**src/rtl/alu_issue_if.sv**
```systemverilog
// Bundle of the decode-side and alu-side signals of the execute-stage issue unit.
// Handshake rule for both channels: a transfer happens on a rising clock edge where
// valid and ready are both high; valid and the payload must stay stable until it does,
// and ready never depends combinationally on valid.
interface alu_issue_if #(
  parameter int WIDTH = 64
);
  // decode -> issue
  logic             op_valid_i;
  logic             op_ready_o;
  logic [2:0]       op_i;
  logic [WIDTH-1:0] rs1_i;
  logic [WIDTH-1:0] rs2_i;
  logic [WIDTH-1:0] imm_i;
  logic             use_imm_i;
  // issue -> alu / writeback
  logic             issue_valid_o;
  logic             issue_ready_i;
  logic [WIDTH-1:0] inA_o;
  logic [WIDTH-1:0] inB_o;
  logic             cflag_o;
  logic             sum_en_o;
  logic             and_en_o;
  logic             alu_cflag_i;
  // status
  logic             carry_o;
  logic             err_o;

  // issue unit side
  modport slave (
    input  op_valid_i, op_i, rs1_i, rs2_i, imm_i, use_imm_i,
    input  issue_ready_i, alu_cflag_i,
    output op_ready_o, issue_valid_o, inA_o, inB_o, cflag_o, sum_en_o, and_en_o,
    output carry_o, err_o
  );

  // decode / alu / writeback side
  modport master (
    output op_valid_i, op_i, rs1_i, rs2_i, imm_i, use_imm_i,
    output issue_ready_i, alu_cflag_i,
    input  op_ready_o, issue_valid_o, inA_o, inB_o, cflag_o, sum_en_o, and_en_o,
    input  carry_o, err_o
  );
endinterface

```
**src/rtl/alu_issue.sv**
```systemverilog
// Execute-stage operand issue unit: 2-entry in-order buffer of micro-ops, head decode
// onto the alu controls, and ownership of the architectural carry flag.
module alu_issue #(
  parameter int WIDTH = 64
) (
  input logic       clk_i,
  input logic       reset_i,
  alu_issue_if.slave bus
);

  typedef enum logic [2:0] {
    OP_ADD   = 3'b000,
    OP_SUB   = 3'b001,
    OP_ADDC  = 3'b010,
    OP_SUBC  = 3'b011,
    OP_AND   = 3'b100,
    OP_PASSB = 3'b101,
    OP_SETC  = 3'b110,
    OP_ILL   = 3'b111
  } op_e;

  // buffer storage: opcode, A source, B operand already muxed between rs2 and imm
  logic [2:0]       r_op [2];
  logic [WIDTH-1:0] r_a  [2];
  logic [WIDTH-1:0] r_b  [2];
  logic             r_rd_ptr;
  logic             r_wr_ptr;
  logic [1:0]       r_count;
  logic             r_carry;
  // set while a SETC/illegal head is spending its one cycle at the head
  logic             r_wait;

  logic             w_empty;
  logic             w_full;
  logic             w_accept;
  logic [WIDTH-1:0] w_b_sel;
  op_e              w_head_op;
  logic [WIDTH-1:0] w_head_a;
  logic [WIDTH-1:0] w_head_b;
  logic             w_special;
  logic             w_issue;
  logic             w_fire;
  logic             w_auto_retire;
  logic             w_retire;
  logic [WIDTH-1:0] w_in_a;
  logic [WIDTH-1:0] w_in_b;
  logic             w_cin;
  logic             w_sum_en;
  logic             w_and_en;

  assign w_empty   = (r_count == 2'd0);
  assign w_full    = (r_count == 2'd2);
  // ready comes only from the registered count, never from issue_ready_i
  assign w_accept  = bus.op_valid_i & ~w_full;
  assign w_b_sel   = bus.use_imm_i ? bus.imm_i : bus.rs2_i;

  assign w_head_op = op_e'(r_op[r_rd_ptr]);
  assign w_head_a  = r_a[r_rd_ptr];
  assign w_head_b  = r_b[r_rd_ptr];

  assign w_special     = ~w_empty & ((w_head_op == OP_SETC) | (w_head_op == OP_ILL));
  assign w_issue       = ~w_empty & ~w_special;
  assign w_fire        = w_issue & bus.issue_ready_i;
  assign w_auto_retire = w_special & r_wait;
  assign w_retire      = w_fire | w_auto_retire;

  // buffer write/read pointers and occupancy
  always_ff @(posedge clk_i or negedge reset_i) begin
    if (!reset_i) begin
      for (int i = 0; i < 2; i++) begin
        r_op[i] <= 3'b000;
        r_a[i]  <= '0;
        r_b[i]  <= '0;
      end
      r_wr_ptr <= 1'b0;
      r_rd_ptr <= 1'b0;
      r_count  <= 2'd0;
    end else begin
      if (w_accept) begin
        r_op[r_wr_ptr] <= bus.op_i;
        r_a[r_wr_ptr]  <= bus.rs1_i;
        r_b[r_wr_ptr]  <= w_b_sel;
        r_wr_ptr       <= ~r_wr_ptr;
      end
      if (w_retire) begin
        r_rd_ptr <= ~r_rd_ptr;
      end
      case ({w_accept, w_retire})
        2'b10:   r_count <= r_count + 2'd1;
        2'b01:   r_count <= r_count - 2'd1;
        default: r_count <= r_count;
      endcase
    end
  end

  // SETC/illegal heads sit at the head for one cycle, then retire on their own
  always_ff @(posedge clk_i or negedge reset_i) begin
    if (!reset_i) begin
      r_wait <= 1'b0;
    end else begin
      r_wait <= w_special & ~w_retire;
    end
  end

  // architectural carry: SETC forces it, arithmetic ops take the alu carry-out
  always_ff @(posedge clk_i or negedge reset_i) begin
    if (!reset_i) begin
      r_carry <= 1'b0;
    end else if (w_auto_retire && (w_head_op == OP_SETC)) begin
      r_carry <= 1'b1;
    end else if (w_fire && !w_head_op[2]) begin
      r_carry <= bus.alu_cflag_i;
    end
  end

  // head decode onto alu controls; everything quiet when no issuable head
  always_comb begin
    w_in_a   = '0;
    w_in_b   = '0;
    w_cin    = 1'b0;
    w_sum_en = 1'b0;
    w_and_en = 1'b0;
    if (w_issue) begin
      case (w_head_op)
        OP_ADD:   begin w_in_a = w_head_a; w_in_b = w_head_b;                    w_sum_en = 1'b1; end
        OP_SUB:   begin w_in_a = w_head_a; w_in_b = ~w_head_b; w_cin = 1'b1;     w_sum_en = 1'b1; end
        OP_ADDC:  begin w_in_a = w_head_a; w_in_b = w_head_b;  w_cin = r_carry;  w_sum_en = 1'b1; end
        OP_SUBC:  begin w_in_a = w_head_a; w_in_b = ~w_head_b; w_cin = r_carry;  w_sum_en = 1'b1; end
        OP_AND:   begin w_in_a = w_head_a; w_in_b = w_head_b;                    w_and_en = 1'b1; end
        OP_PASSB: begin w_in_a = '1;       w_in_b = w_head_b;                    w_and_en = 1'b1; end
        default:  begin end
      endcase
    end
  end

  assign bus.op_ready_o    = ~w_full;
  assign bus.issue_valid_o = w_issue;
  assign bus.inA_o         = w_in_a;
  assign bus.inB_o         = w_in_b;
  assign bus.cflag_o       = w_cin;
  assign bus.sum_en_o      = w_sum_en;
  assign bus.and_en_o      = w_and_en;
  assign bus.carry_o       = r_carry;
  assign bus.err_o         = w_auto_retire & (w_head_op == OP_ILL);

endmodule

```
**src/flat_wrapper.sv**
```systemverilog
// flat-port wrapper written by rule: the top's interface ports become plain ports
module alu_issue_flat 
#(
  parameter int WIDTH = 64
)
  (clk_i, reset_i, bus_op_valid_i, bus_op_i, bus_rs1_i, bus_rs2_i, bus_imm_i, bus_use_imm_i, bus_issue_ready_i, bus_alu_cflag_i, bus_op_ready_o, bus_issue_valid_o, bus_inA_o, bus_inB_o, bus_cflag_o, bus_sum_en_o, bus_and_en_o, bus_carry_o, bus_err_o);
  alu_issue_if #(.WIDTH(WIDTH)) bus_i ();
  input logic clk_i;
  input logic reset_i;
  input wire logic [$bits(bus_i.op_valid_i)-1:0] bus_op_valid_i;
  input wire logic [$bits(bus_i.op_i)-1:0] bus_op_i;
  input wire logic [$bits(bus_i.rs1_i)-1:0] bus_rs1_i;
  input wire logic [$bits(bus_i.rs2_i)-1:0] bus_rs2_i;
  input wire logic [$bits(bus_i.imm_i)-1:0] bus_imm_i;
  input wire logic [$bits(bus_i.use_imm_i)-1:0] bus_use_imm_i;
  input wire logic [$bits(bus_i.issue_ready_i)-1:0] bus_issue_ready_i;
  input wire logic [$bits(bus_i.alu_cflag_i)-1:0] bus_alu_cflag_i;
  output wire logic [$bits(bus_i.op_ready_o)-1:0] bus_op_ready_o;
  output wire logic [$bits(bus_i.issue_valid_o)-1:0] bus_issue_valid_o;
  output wire logic [$bits(bus_i.inA_o)-1:0] bus_inA_o;
  output wire logic [$bits(bus_i.inB_o)-1:0] bus_inB_o;
  output wire logic [$bits(bus_i.cflag_o)-1:0] bus_cflag_o;
  output wire logic [$bits(bus_i.sum_en_o)-1:0] bus_sum_en_o;
  output wire logic [$bits(bus_i.and_en_o)-1:0] bus_and_en_o;
  output wire logic [$bits(bus_i.carry_o)-1:0] bus_carry_o;
  output wire logic [$bits(bus_i.err_o)-1:0] bus_err_o;
  assign bus_i.op_valid_i = bus_op_valid_i;
  assign bus_i.op_i = bus_op_i;
  assign bus_i.rs1_i = bus_rs1_i;
  assign bus_i.rs2_i = bus_rs2_i;
  assign bus_i.imm_i = bus_imm_i;
  assign bus_i.use_imm_i = bus_use_imm_i;
  assign bus_i.issue_ready_i = bus_issue_ready_i;
  assign bus_i.alu_cflag_i = bus_alu_cflag_i;
  assign bus_op_ready_o = bus_i.op_ready_o;
  assign bus_issue_valid_o = bus_i.issue_valid_o;
  assign bus_inA_o = bus_i.inA_o;
  assign bus_inB_o = bus_i.inB_o;
  assign bus_cflag_o = bus_i.cflag_o;
  assign bus_sum_en_o = bus_i.sum_en_o;
  assign bus_and_en_o = bus_i.and_en_o;
  assign bus_carry_o = bus_i.carry_o;
  assign bus_err_o = bus_i.err_o;
  alu_issue #(.WIDTH(WIDTH)) u_core (.clk_i(clk_i), .reset_i(reset_i), .bus(bus_i));
endmodule
```
**config.mk**
```make
export PLATFORM = sky130hd
export DESIGN_NAME = alu_issue_flat
export DESIGN_NICKNAME = d
export VERILOG_FILES = /design/src/rtl/alu_issue_if.sv /design/src/rtl/alu_issue.sv /design/src/flat_wrapper.sv
export SDC_FILE = /design/constraint.sdc
export NUM_CORES = 1
export LEC_CHECK = 0
export BUFFER_PORTS_ARGS = -buffer_cell sky130_fd_sc_hd__buf_2
export CAP_MARGIN = 40
export CORE_MARGIN = 2
export CORE_UTILIZATION = 60
export CTS_BUF_LIST = sky130_fd_sc_hd__clkbuf_8
export CTS_CLUSTER_DIAMETER = 150
export DETAILED_ROUTE_END_ITERATION = 7
export MAX_ROUTING_LAYER = met4
export PLACE_DENSITY_LB_ADDON = 0.2
export SKIP_CTS_REPAIR_TIMING = 1
export SLEW_MARGIN = 15
export SYNTH_ARGS = -nofsm -noshare
export SYNTH_HDL_FRONTEND = slang
export SYNTH_SLANG_ARGS = --single-unit
```
**constraint.sdc**
```tcl
create_clock -name clk_i -period 4.1 [get_ports clk_i]
set_clock_uncertainty 0.15 [all_clocks]
set_input_delay 0.82 -clock clk_i [delete_from_list [all_inputs] [get_ports clk_i]]
set_output_delay 0.82 -clock clk_i [all_outputs]
set_load 0.02 [all_outputs]
```
== Yosys cells after proc, flatten, opt, wreduce, memory -nomap -nowiden ==
Cells that the tools add are included.
Storage, ports and cells
  latch bits: 0
  input bits: 201
  memories kept: 0
  RAM bits: 0
  logic and storage cells: 88
  register bits: 268
  output and inout bits: 135
  ROM bits: 0
Cells by class
  multiply operators: 0
  bitwise logic cells: 18
  div/mod/pow operators: 0
  equal/unequal tests: 10
  multiplexer cells: 30
  shift operators: 0
  magnitude comparators: 3
  reductions and logical operators: 14
  $add $sub $neg: 2
Operators by type and width (count)
  64-bit 2-to-1 mux: 10
  128-bit bitwise mux: 2
  64-bit case mux with 2 select lines: 2
  64-bit demux with 1-bit select: 1
  64-bit NOT: 1
  3-bit equality test (second input constant): 4
  3-bit 2-to-1 mux: 4
  4-bit OR reduction: 2
  1-bit bitwise AND: 7
  1-bit 2-to-1 mux: 7
  6-bit bitwise mux: 1
  3-bit by 2-bit equality test with 1-bit output (second input constant): 2
  1-bit NOT: 6
  2-bit OR reduction: 3
  5-bit OR reduction: 1
  2-bit equality test (second input constant): 2
  2-bit greater-or-equal comparator (second input constant): 2
  1-bit NOT with 2-bit output: 2
  2-bit case mux with 2 select lines: 1
  2-bit nonzero test: 2
  3-bit demux with 1-bit select: 1
  3-bit by 1-bit equality test with 1-bit output (second input constant): 1
  1-bit logical AND: 3
  3-bit logical NOT: 1
  8 further kinds: 9

== Longest topological paths before layout ==
  depth in word-level cells: 13
  depth in mapped cells: 10
  gate-level depth less buffers: 7

== Worst setup path after synthesis ==
No wires, ideal clock.
  path kind: flip-flop to output port
  start: reg u_core.r_op[2] (netlist bit)
  end: out bus_inB_o[44]
  setup slack: 1.435 ns
  stages on the path, launching flop included: 7
  arrival time: 1.695 ns
  path buffers: 3
  cells stage by stage: dfrtp_1 and3b_1 buf_6 buf_8 buf_6 or3_1 a21oi_1
Between the ends
  cells in the longest elaborated chain, start to end: 9
Ends and longest elaborated chain
  start: declaration: line alu_issue.sv:23  | logic [2:0] r_op [2];
  start signal: indexed assignment: line alu_issue.sv:80  | r_op[r_wr_ptr] <= bus.op_i;
  3-bit 2-to-1 mux (implied by the code) (*) (3 in series): line alu_issue.sv:57  | assign w_head_op = op_e'(r_op[r_rd_ptr]);
  3-bit equality test: line alu_issue.sv:61  | assign w_special = ~w_empty & ((w_head_op == OP_SETC) | (w_head_op == OP_ILL));
  1-bit OR: line alu_issue.sv:61
  1-bit bitwise AND: line alu_issue.sv:61
  1-bit NOT: line alu_issue.sv:62  | assign w_issue = ~w_empty & ~w_special;
  1-bit bitwise AND: line alu_issue.sv:62
  64-bit 2-to-1 mux (*): line alu_issue.sv:123  | if (w_issue) begin
  end: declaration: line flat_wrapper.sv:21  | output wire logic [$bits(bus_i.inB_o)-1:0] bus_inB_o;
Mark *: on every way between the ends. The rest lies on a longest branch, timed or not. The select of a mux whose other input is x is not followed.

== Final worst setup path ==
  start: reg u_core.r_rd_ptr
  end: out bus_inB_o[23]
Between the ends
  cells in the longest elaborated chain, start to end: 10
Ends and longest elaborated chain
  start: declaration: line alu_issue.sv:26  | logic r_rd_ptr;
  start signal: assignment: line alu_issue.sv:86  | r_rd_ptr <= ~r_rd_ptr;
  1-bit NOT with 2-bit output (implied by the code) (*): line alu_issue.sv:57, alu_issue.sv:59
  3-bit 2-to-1 mux (implied by the code) (3 in series): line alu_issue.sv:57
  3-bit equality test: line alu_issue.sv:61
  1-bit OR: line alu_issue.sv:61
  1-bit bitwise AND: line alu_issue.sv:61
  1-bit NOT: line alu_issue.sv:62
  1-bit bitwise AND: line alu_issue.sv:62
  64-bit 2-to-1 mux (*): line alu_issue.sv:123
Marks and branches as above.

==> metrics.md <==
| Metric | Value |
|---|---|
| Switching share of power | 43.7% |
| Largest net degree at the start of global routing | 100 |
| WL final | 32.1 mm |
| GPL Wtd Cong | 0.827 |
| Most common cell after layout, fill and taps aside | buf_2 |
| Post-Synth XOR/XNOR Area | 0.251% |
| Via count | 10,000 |
| CTS Sinks | 268 |
| Post-synthesis cell count | 1,125 |
| Non-Filler Instances | 1,754 |
| Asr flop ratio synth | 100% |
| CP cell instances | and3b_1, or3_4, buf_4, a21oi_1, buf_2 |
| Starting Density | 61.3% |
| Syn Area/Cell | 12.4 um^2 |
| Status | complete, no violations |
| Comb power frac | 56.6% |
| Filler instances | 1,649 |
| Final core utilization | 73.3% |
| Synthesis-to-finish area growth | 19.4% |
| Nets | 1,631 |
| Share of layout cells above drive strength 1 | 51.8% |
| ANT nets after route | 0 |
| Leak pwr | 7.76 nW |
| Initial antenna violation count | 8 |
| YS warnings | 0 |
| Internal | 9.30 mW |
| Max_cap viols | 0 |
| Final setup viols | 0 |
| Setup TNS | 0 ns |
| PD cells | 993 nW/um^2 |
| Overall power | 16.5 mW |
| Gr ovfl total | 0 |
| Worst-margin pin slew | 0.776 ns |
| CTS max path bufs | 3 |
| DR pass1 iterations | 5 |
| Synth Area in Adders | 0.0898% |
| Main flop type after synthesis | dfrtp_1 |
| Rows | 55 |
| Slew margin rel. | 48.3% |
| Fin. max-slew vios | 0 |
| Peak VDD IR | 627 uV |
| CP Capture Type | output pin |
| DIE HEIGHT | 156 um |
| EDFF count, synth | 0 |
| Simple-gate area share of the yosys netlist | 3.92% |
| Yosys reg bits | 268 |
| Worst r2r src | u_core.r_rd_ptr |
| Vias/cell | 5.70 |
| TritonCTS clock tree | yes |
| Startpoint types | register |
| Synthesized Nets | 1,327 |
| Crit Path Class | reg2out |
| WL/cell | 18.3 um |
| Slowest cell on the critical path | dfrtp_4 |
| H-tree Lvls | 2 |
| Setup ws final | 0.188 ns |
| First-pass GRT wire length | 50.1 mm |
| Largest family of logic cells by synthesized area | multiplexers |
| Mux contribution to synthesized area | 35.9% |
| Synth unique cells | 35 |
| Peak Freq | 0.256 GHz |
| Pre-CTS setup slack | 0.613 ns |
| Clock-pin slew on the worst setup and hold paths | 0.06 ns |
| Area post-placement | 15,700 um^2 |
| Reg power frac | 29.4% |
| Crit path max fanout | 45 |
| Crit path required time | 3.13 ns |
| Post-route clock period utilization | 95.4% |
| Die ar. | 24,500 um^2 |
| Iteration-0 DRC Markers | 367 |
| Total global-route track usage | 26.6% |
| Hold Path Class | in2async |
| Hold Vio Cnt, Final | 0 |
| Hold_ws | 0.108 ns |
| Compound-gate portion of the synthesized area | 7.71% |
| Via count of the first global-routing pass | 9,934 |
| Core area | 22,700 um^2 |
| Worst skew pair latency | 0.55 ns |
| Clock share of power | 14.0% |
| Worst Path Arrival | 2.94 ns |
| Flop2flop setup slack | 1.57 ns |
| Final Instance Area | 16,600 um^2 |
| Sw Pwr | 7.21 mW |
| Delay of the slowest critical-path stage | 0.81 ns |
| DRC | 0 |
| Clock root buffer master | clkbuf_8 |
| Synthesized area | 13,900 um^2 |
| Dpl cells | 1,667 |
| Total CTS buffers | 45 |
| Most frequent cells in the layout | buf_2, mux2_2, dfrtp_1 |
| RSZ-0062 raised after global routing | no |
| Tmin final | 3.91 ns |
| Cell count of the worst reg-to-reg path | 7 |
| Port buffer count | 335 |
| HPWL after DPL | 21.4 mm |
| I/O pin total | 336 |
| Die width | 156 um |
| Reg2reg end | u_core.r_count[1] |
| Seq/Total Area, Yosys | 48.1% |
how the worst max path moves through the flow:
| stage | endpoint | cells after the start | from |
|---|---|---|---|
| 6_report | bus_inB_o[23] | 5 | u_core.r_rd_ptr |
| 3_5_place_dp | bus_inB_o[57] | 5 | u_core.r_rd_ptr |
| 4_1_cts | bus_inB_o[57] | 5 | u_core.r_rd_ptr |
| 3_3_place_gp | bus_inB_o[57] | 5 | u_core.r_rd_ptr |
| 5_1_grt | bus_inB_o[58] | 5 | u_core.r_rd_ptr |
| 2_1_floorplan | bus_inB_o[44] | 6 | u_core.r_op[2] |
metal layers:
metal  GRT usage, %  wire, um  vias up
met2           42.9     15600      293
li1               -         -     4736
met1           32.9     13600     4912
met5              -         0        -
met3           6.70      2060       62
met4           9.26       854        0
power by group through the flow:
stage	clock (mW)	combinational, mW	sequential [mW]
3_3_place_gp	0	9.19	4.81
5_1_grt	2.49	10.1	5.02
4_1_cts	2.36	9.40	4.85
6_report	2.31	9.35	4.86
3_5_place_dp	0	9.35	4.88
2_1_floorplan	0	7.04	4.56
worst max-delay path, delay by kind of cell, from the launching register on:
| family | cells | cell delay (ns) |
|---|---|---|
| AOI/OAI and AO/OA | 1 | 0.24 |
| buffers and inverters | 2 | 0.54 |
| DFF | 1 | 0.81 |
| and+or+nand+nor | 2 | 0.78 |
cells in the mapped netlist, drive strengths merged, types with 3 or more instances:
| library cell | instances | share of area [%] |
|---|---|---|
| mux2i | 130 | 9.3 |
| or3 | 66 | 3.0 |
| clkbuf | 24 | 0.65 |
| mux2 | 328 | 27 |
| buf | 75 | 3.3 |
| nand2 | 3 | 0.081 |
| xnor2 | 3 | 0.19 |
| nand3 | 3 | 0.11 |
| dfrtp | 268 | 48 |
| a21oi | 131 | 4.9 |
| and3b | 4 | 0.25 |
| o21ai | 67 | 2.4 |
| nor2 | 6 | 0.18 |
| inv | 3 | 0.081 |
kinds of logic after synthesis:
family	Yosys count
muxes	458
DFF	268
AOI/OAI and AO/OA	204
buffers and inverters	102
and+or+nand+nor	88
xor gates and xnor gates	4
adders and majority gates	1
flip-flops by register name (all words and copies together), names as in the netlist:
signal              flops
u_core.r_b            128
u_core.r_wait           1
u_core.r_rd_ptr         1
u_core.r_op             6
u_core.r_a            128
u_core.bus.carry_o      1
u_core.r_wr_ptr         1
u_core.r_count          2
cell type report:
class | instances | area (um^2) | share of cell area [%]
Tap cell | 285 | 357 | 2.14
Sequential cell | 268 | 6710 | 40.3
Clock inverter | 21 | 97.6 | 0.587
Antenna cell | 8 | 20.0 | 0.120
Timing Repair Buffer | 356 | 1950 | 11.7
Inverter | 3 | 11.3 | 0.0677
Multi-Input combinational cell | 755 | 6690 | 40.2
Clock buffer | 58 | 798 | 4.80
No activity file was read; power rests on OpenSTA's default activity.
